--- config.mk ---
export PLATFORM = sky130hd
export DESIGN_NAME = mod_counter
export DESIGN_NICKNAME = d
export VERILOG_FILES = /design/src/rtl/mod_counter_pkg.sv /design/src/rtl/mod_counter_next.sv /design/src/rtl/mod_counter.sv
export SDC_FILE = /design/constraint.sdc
export NUM_CORES = 1
export LEC_CHECK = 0
export ABC_AREA = 1
export ABC_CLOCK_PERIOD_IN_PS = 1400
export BUFFER_PORTS_ARGS = -buffer_cell sky130_fd_sc_hd__buf_4
export CORE_AREA = 5 5 42 44
export CTS_BUF_LIST = sky130_fd_sc_hd__clkbuf_4 sky130_fd_sc_hd__clkbuf_8
export DETAILED_ROUTE_END_ITERATION = 8
export DIE_AREA = 0 0 47 49
export GPL_ROUTABILITY_DRIVEN = 0
export PLACE_DENSITY = 0.8
export SETUP_SLACK_MARGIN = 0.1
export SLEW_MARGIN = 20
export SYNTH_ARGS = -nofsm -noshare
export SYNTH_HDL_FRONTEND = slang
export SYNTH_SLANG_ARGS = --single-unit
--- constraint.sdc ---
create_clock -name clk -period 1.4 [get_ports clk]
set_input_delay 0.07 -clock clk [delete_from_list [all_inputs] [get_ports clk]]
set_output_delay 0.07 -clock clk [all_outputs]
set_load 0.005 [all_outputs]
--- src/rtl/mod_counter_pkg.sv ---
// Shared constants and helpers for the modulo-N up/down counter.
package mod_counter_pkg;

    typedef enum logic {
        DIR_DN = 1'b0,
        DIR_UP = 1'b1
    } dir_e;

    typedef enum logic {
        MODE_WRAP = 1'b0,
        MODE_SAT  = 1'b1
    } mode_e;

    // Loads at or above the modulus clamp to the top of the count range.
    function automatic logic [63:0] clamp_load(input logic [63:0] val, input logic [63:0] modulus);
        if (val >= modulus) begin
            return modulus - 64'd1;
        end else begin
            return val;
        end
    endfunction

endpackage

--- src/rtl/mod_counter_next.sv ---
// Combinational next-count, wrap-event and bound-hit logic for mod_counter.
module mod_counter_next
    import mod_counter_pkg::*;
#(
    parameter int     WIDTH = 4,
    parameter longint MOD   = 16
) (
    input  logic [WIDTH-1:0] i_count,
    input  logic             i_up,
    input  logic             i_sat,
    output logic [WIDTH-1:0] o_next,
    output logic             o_wrap,
    output logic             o_hit
);

    // Bounds are compared one bit wider so MOD = 2**WIDTH stays representable.
    localparam logic [WIDTH:0]   MAX_C = (WIDTH+1)'(MOD - 64'sd1);
    localparam logic [WIDTH-1:0] MAX_W = MAX_C[WIDTH-1:0];

    logic [WIDTH:0] w_cnt_ext;
    logic           w_at_max;
    logic           w_at_zero;

    assign w_cnt_ext = {1'b0, i_count};
    assign w_at_max  = (w_cnt_ext == MAX_C);
    assign w_at_zero = (w_cnt_ext == {(WIDTH+1){1'b0}});

    // Step one position in the selected direction, handling both bounds.
    always_comb begin
        o_next = i_count;
        o_wrap = 1'b0;
        o_hit  = 1'b0;
        if (i_up == DIR_UP) begin
            if (w_at_max) begin
                o_hit = 1'b1;
                if (i_sat == MODE_WRAP) begin
                    o_next = {WIDTH{1'b0}};
                    o_wrap = 1'b1;
                end else begin
                    o_next = i_count;
                end
            end else begin
                o_next = i_count + {{(WIDTH-1){1'b0}}, 1'b1};
            end
        end else begin
            if (w_at_zero) begin
                o_hit = 1'b1;
                if (i_sat == MODE_WRAP) begin
                    o_next = MAX_W;
                    o_wrap = 1'b1;
                end else begin
                    o_next = i_count;
                end
            end else begin
                o_next = i_count - {{(WIDTH-1){1'b0}}, 1'b1};
            end
        end
    end

endmodule

--- src/rtl/mod_counter.sv ---
// Parametrised modulo-N up/down counter with wrap/saturate modes and sticky overflow.
module mod_counter
    import mod_counter_pkg::*;
#(
    parameter int     WIDTH = 4,
    parameter longint MOD   = 16
) (
    input  logic             clk,
    input  logic             reset,
    input  logic             en,
    input  logic             up,
    input  logic             sat,
    input  logic             clr,
    input  logic             load,
    input  logic [WIDTH-1:0] load_val,
    input  logic             clr_ovf,
    output logic [WIDTH-1:0] count,
    output logic             tc,
    output logic             wrap,
    output logic             ovf
);

    if (WIDTH < 2 || WIDTH > 32 || MOD < 64'sd2 || MOD > (64'sd1 << WIDTH)) begin : g_bad_params
        $fatal(1, "mod_counter: illegal WIDTH=%0d / MOD=%0d", WIDTH, MOD);
    end

    logic [WIDTH-1:0] r_count;
    logic             r_wrap;
    logic             r_ovf;

    logic [WIDTH-1:0] w_next;
    logic             w_wrap_evt;
    logic             w_hit;
    logic [WIDTH-1:0] w_count_d;
    logic             w_wrap_d;
    logic             w_ovf_d;

    mod_counter_next #(
        .WIDTH (WIDTH),
        .MOD   (MOD)
    ) u_next (
        .i_count (r_count),
        .i_up    (up),
        .i_sat   (sat),
        .o_next  (w_next),
        .o_wrap  (w_wrap_evt),
        .o_hit   (w_hit)
    );

    // Priority mux: clear beats load beats counting; an overflow set beats clr_ovf.
    always_comb begin
        w_count_d = r_count;
        w_wrap_d  = 1'b0;
        w_ovf_d   = r_ovf;
        if (clr) begin
            w_count_d = {WIDTH{1'b0}};
        end else if (load) begin
            w_count_d = WIDTH'(clamp_load(64'(load_val), 64'(MOD)));
        end else if (en) begin
            w_count_d = w_next;
            w_wrap_d  = w_wrap_evt;
        end else begin
            w_count_d = r_count;
        end
        if (!clr && !load && en && w_hit) begin
            w_ovf_d = 1'b1;
        end else if (clr_ovf) begin
            w_ovf_d = 1'b0;
        end else begin
            w_ovf_d = r_ovf;
        end
    end

    // State registers update on the falling clock edge.
    always_ff @(negedge clk or negedge reset) begin
        if (!reset) begin
            r_count <= {WIDTH{1'b0}};
            r_wrap  <= 1'b0;
            r_ovf   <= 1'b0;
        end else begin
            r_count <= w_count_d;
            r_wrap  <= w_wrap_d;
            r_ovf   <= w_ovf_d;
        end
    end

    assign count = r_count;
    assign wrap  = r_wrap;
    assign ovf   = r_ovf;
    assign tc    = en & w_hit;

endmodule

## After elaboration in Yosys (flattened, before gate mapping)

Index checks and enable logic that the tools add are counted.

- Flip-flop bits (word level): 6
- Bits of input ports: 12

- Add/sub/neg operators: 2
- Eq/ne operators: 3
- Mux-type cells: 20
- Bitwise logic cells: 1
- Reduce and logical (&&, ||, !) cells: 9

Operator list:

| kind | number |
|---|---|
| two-way mux 4 bit | 8 |
| two-way mux 1 bit | 12 |
| != test 5 bit, second input constant | 2 |
| zero test 5 bit | 1 |
| adder 4 x 1 -> 4 bit, second input constant | 1 |
| == test 4 bit, second input constant | 1 |
| subtractor 4 x 1 -> 4 bit, second input constant | 1 |
| logical AND 1 bit | 3 |
| AND reduction 3 bit | 1 |
| nonzero test 3 bit | 1 |
| zero test 1 bit | 2 |
| nonzero test 2 bit | 1 |
| AND 1 bit | 1 |

## Logic depth before layout (Yosys ltp)

- Depth after elaboration: 6
- Depth in mapped cells: 10
- Depth with buffers taken out: 9

## Cells and area by module

A second synthesis with hierarchy kept.

- Cell total of the unflattened synthesis: 100
- Area, all modules: 599.3 um^2

Modules (own cells, without submodules):

| module | times used | cells an instance | area each (um^2) |
|---|---|---|---|
| mod_counter | 1 | 41 | 301.5 |
| mod_counter_next | 1 | 59 | 297.8 |

==> impl_metrics.tcl <==
set metrics [dict create \
    finalMaxSlewViolations 0 \
    drc 0 \
    path_cells "ha_4 > nand3_4 > a211oi_2 > buf_4" \
    clk_pin_slew_ns 0.04 \
    syn_to_final_growth_pct 85.2 \
    fp.dieH_um 49 \
    rows 14 \
    core_um2 1400 \
    drtPass1Iterations 4 \
    top_usage_layer "met2" \
    critical_path_buf_inv_count 1 \
    ir_drop_mv 0.800 \
    routed_wl_um 1920 \
    rsz0062_at_grt "yes" \
    synth_top_family_by_area "simple AND/OR/NAND/NOR gates" \
    syn_nets 96 \
    place_ws_ns -0.461 \
    ios 19 \
    relSlewSlack_pct 82.6 \
    grt_use_met1_pct 17.3 \
    place_hpwl_um 1290 \
    hold_path.class "in2async" \
    finish.utilization_pct 72.4 \
    crit_required_ns 1.33 \
    cts_tree "yes" \
    status "finished with violations" \
    rr_endpoint "count[3]" \
    rr_startpoint "count[1]" \
    final_cell_mix "buf_4 (34), nand2_1 (21), buf_6 (8)" \
    ys_warn_count 0 \
    drv_cap 0 \
    synth_xor_area_share_pct 0 \
    path_delay_family "flip-flops" \
    avgSynthCellArea_um2 6.68 \
    n_fill_cell 96 \
    multi_input_area_um2 432 \
    crit_path_end_kind "output port" \
    critical_path_class "reg2out" \
    crit_slowest_cell "dfrtn_1" \
    synth_area_um2 548 \
    design.die.area_um2 2300 \
    gr-total-overflow 0 \
    grt_usage_pct 17.8 \
    antenna_found_initial 0 \
    hold_viol 0 \
    ys_ff_latch 6 \
    synth_cell_types 22 \
    grt_pass1_vias 753 \
    ctsHoldBuffers 0 \
    grt_pass1_wl_um 2980 \
    power.density_nw_per_um2 738 \
    seq_area_frac_synth_pct 27.4 \
    synth_top_area_share_pct 27.4 \
    start_kind "register" \
    grt_max_degree 9 \
    nets 141 \
    cts-root-buf "clkbuf_4" \
    start_util_pct 39.1 \
    worstMarginPinSlew_ns 0.260 \
    vias 689 \
    final_cells 141 \
    setup_viol 11 \
    mostFrequentLayoutCell "buf_4" \
    clkSinkCount 6 \
    crit_arrival_ns 2.07 \
    cts_buffers 3 \
    synthMuxAreaShare_pct 0 \
    drive_gt1_share_pct 59.2 \
    fin_skew_ns 0.00174 \
    failed_checks "negative setup slack" \
    wl_per_cell_um 13.6 \
    cts.path.max_buffers 2 \
    regArea_um2 150 \
    crit_fanout 4 \
    clock_latency_ns 0.26 \
    synthSimpleGateAreaFrac_pct 44.1 \
    synthAdderAreaFrac_pct 4.57 \
    synthTopCellsByArea "dfrtn_1 (27%), nand2_1 (17%), nand3_1 (6.4%), nor2_1 (5.5%), ha_1 (4.6%)" \
    synthCells 82 \
    critical_path.max_stage_delay_ns 0.51 \
    routed_via_density 4.89 \
    power_leakage_uw 0.000522 \
    regToRegSetupSlack_ns -0.15 \
    ff2ff_path_depth 10 \
    synth_compound_area_share_pct 12.6 \
    grt_use_met3_pct 4.43 \
    antenna_left 0 \
    fin_ws_ns -0.736 \
    io_buffer_count 18 \
    dp_cells 130 \
    die_x_um 47 \
    dr.first_iter.drc_count 11 \
    n_antenna_cell 0 \
    synth_top_cell_by_area "dfrtn_1" \
    met2_usage_pct 32.1 \
    htree_levels 1 \
]
==> layer usage <==
metal  vias to the layer above  wire length, µm
li1                        351                -
met1                       315              723
met2                        19             1080
met3                         4               86
met4                         0               24
met5                         -                0
==> synthesized netlist by cell type, drive strengths merged <==
cell	number
nand4	1
a21oi	4
inv	10
ha	2
nor2	11
nand3	9
buf	2
o21ai	6
a211oi	1
dfrtn	6
o211ai	1
or2	1
nand2	28
==> what timing repair did <==
item                       4_1_cts  5_1_grt
gates resized for setup          7       14
buffers inserted                 6        2
setup endpoints to repair       12       13
pin swaps                        3       11
==> worst max-delay path by stage <==
stage / from / to / slack (ns) / cells past startpoint
final: count[1] / tc / -0.74 / 4
after global routing: count[1] / tc / -0.80 / 4
after CTS: count[0] / tc / -0.73 / 4
after detailed placement: count[0] / tc / -0.46 / 4
after global placement: count[1] / tc / -0.44 / 4
after floorplan: count[0] / tc / -0.39 / 3
==> power by group <==
group	internal, µW	total (µW)	leakage (µW)	switching [µW]
Sequential	190	215	0.0000786	24.6
Clock	97.3	164	0.0000138	67.0
Combinational	197	369	0.000430	173
==> registers in the layout (all words and copies together), names as in the netlist <==
name	flops
wrap	1
ovf	1
count	4
==> cell families (layout without fill, tap and decap cells) <==
logic type / count (synthesis) / in the layout
buffers and inverters: 12 / 55
adder cells (fa/ha/maj): 2 / 2
AO/OA/AOI/OAI: 12 / 12
flip-flops: 6 / 6
AND/OR/NAND/NOR: 50 / 50
==> per-stage QoR <==
step / instance area, µm² / total power, µW / setup TNS, ns / hold WS, ns
after floorplan: 604 / 365 / -0.546 / 0.263
after global placement: 848 / 492 / -1.51 / 0.468
after detailed placement: 848 / 500 / -1.67 / 0.471
after CTS: 955 / 712 / -2.93 / 0.195
after global routing: 1010 / 797 / -3.87 / 0.194
final: 1010 / 749 / -3.19 / 0.199
==> area by class of cell <==
class	instances	share of cell area [%]
repair buffers	42	34.0
flip-flops and latches	6	14.8
multi-input cells	64	42.5
well taps	16	1.97
inverters	10	4.44
clock buffers	3	2.22
Power figures use the tool's default switching activity.
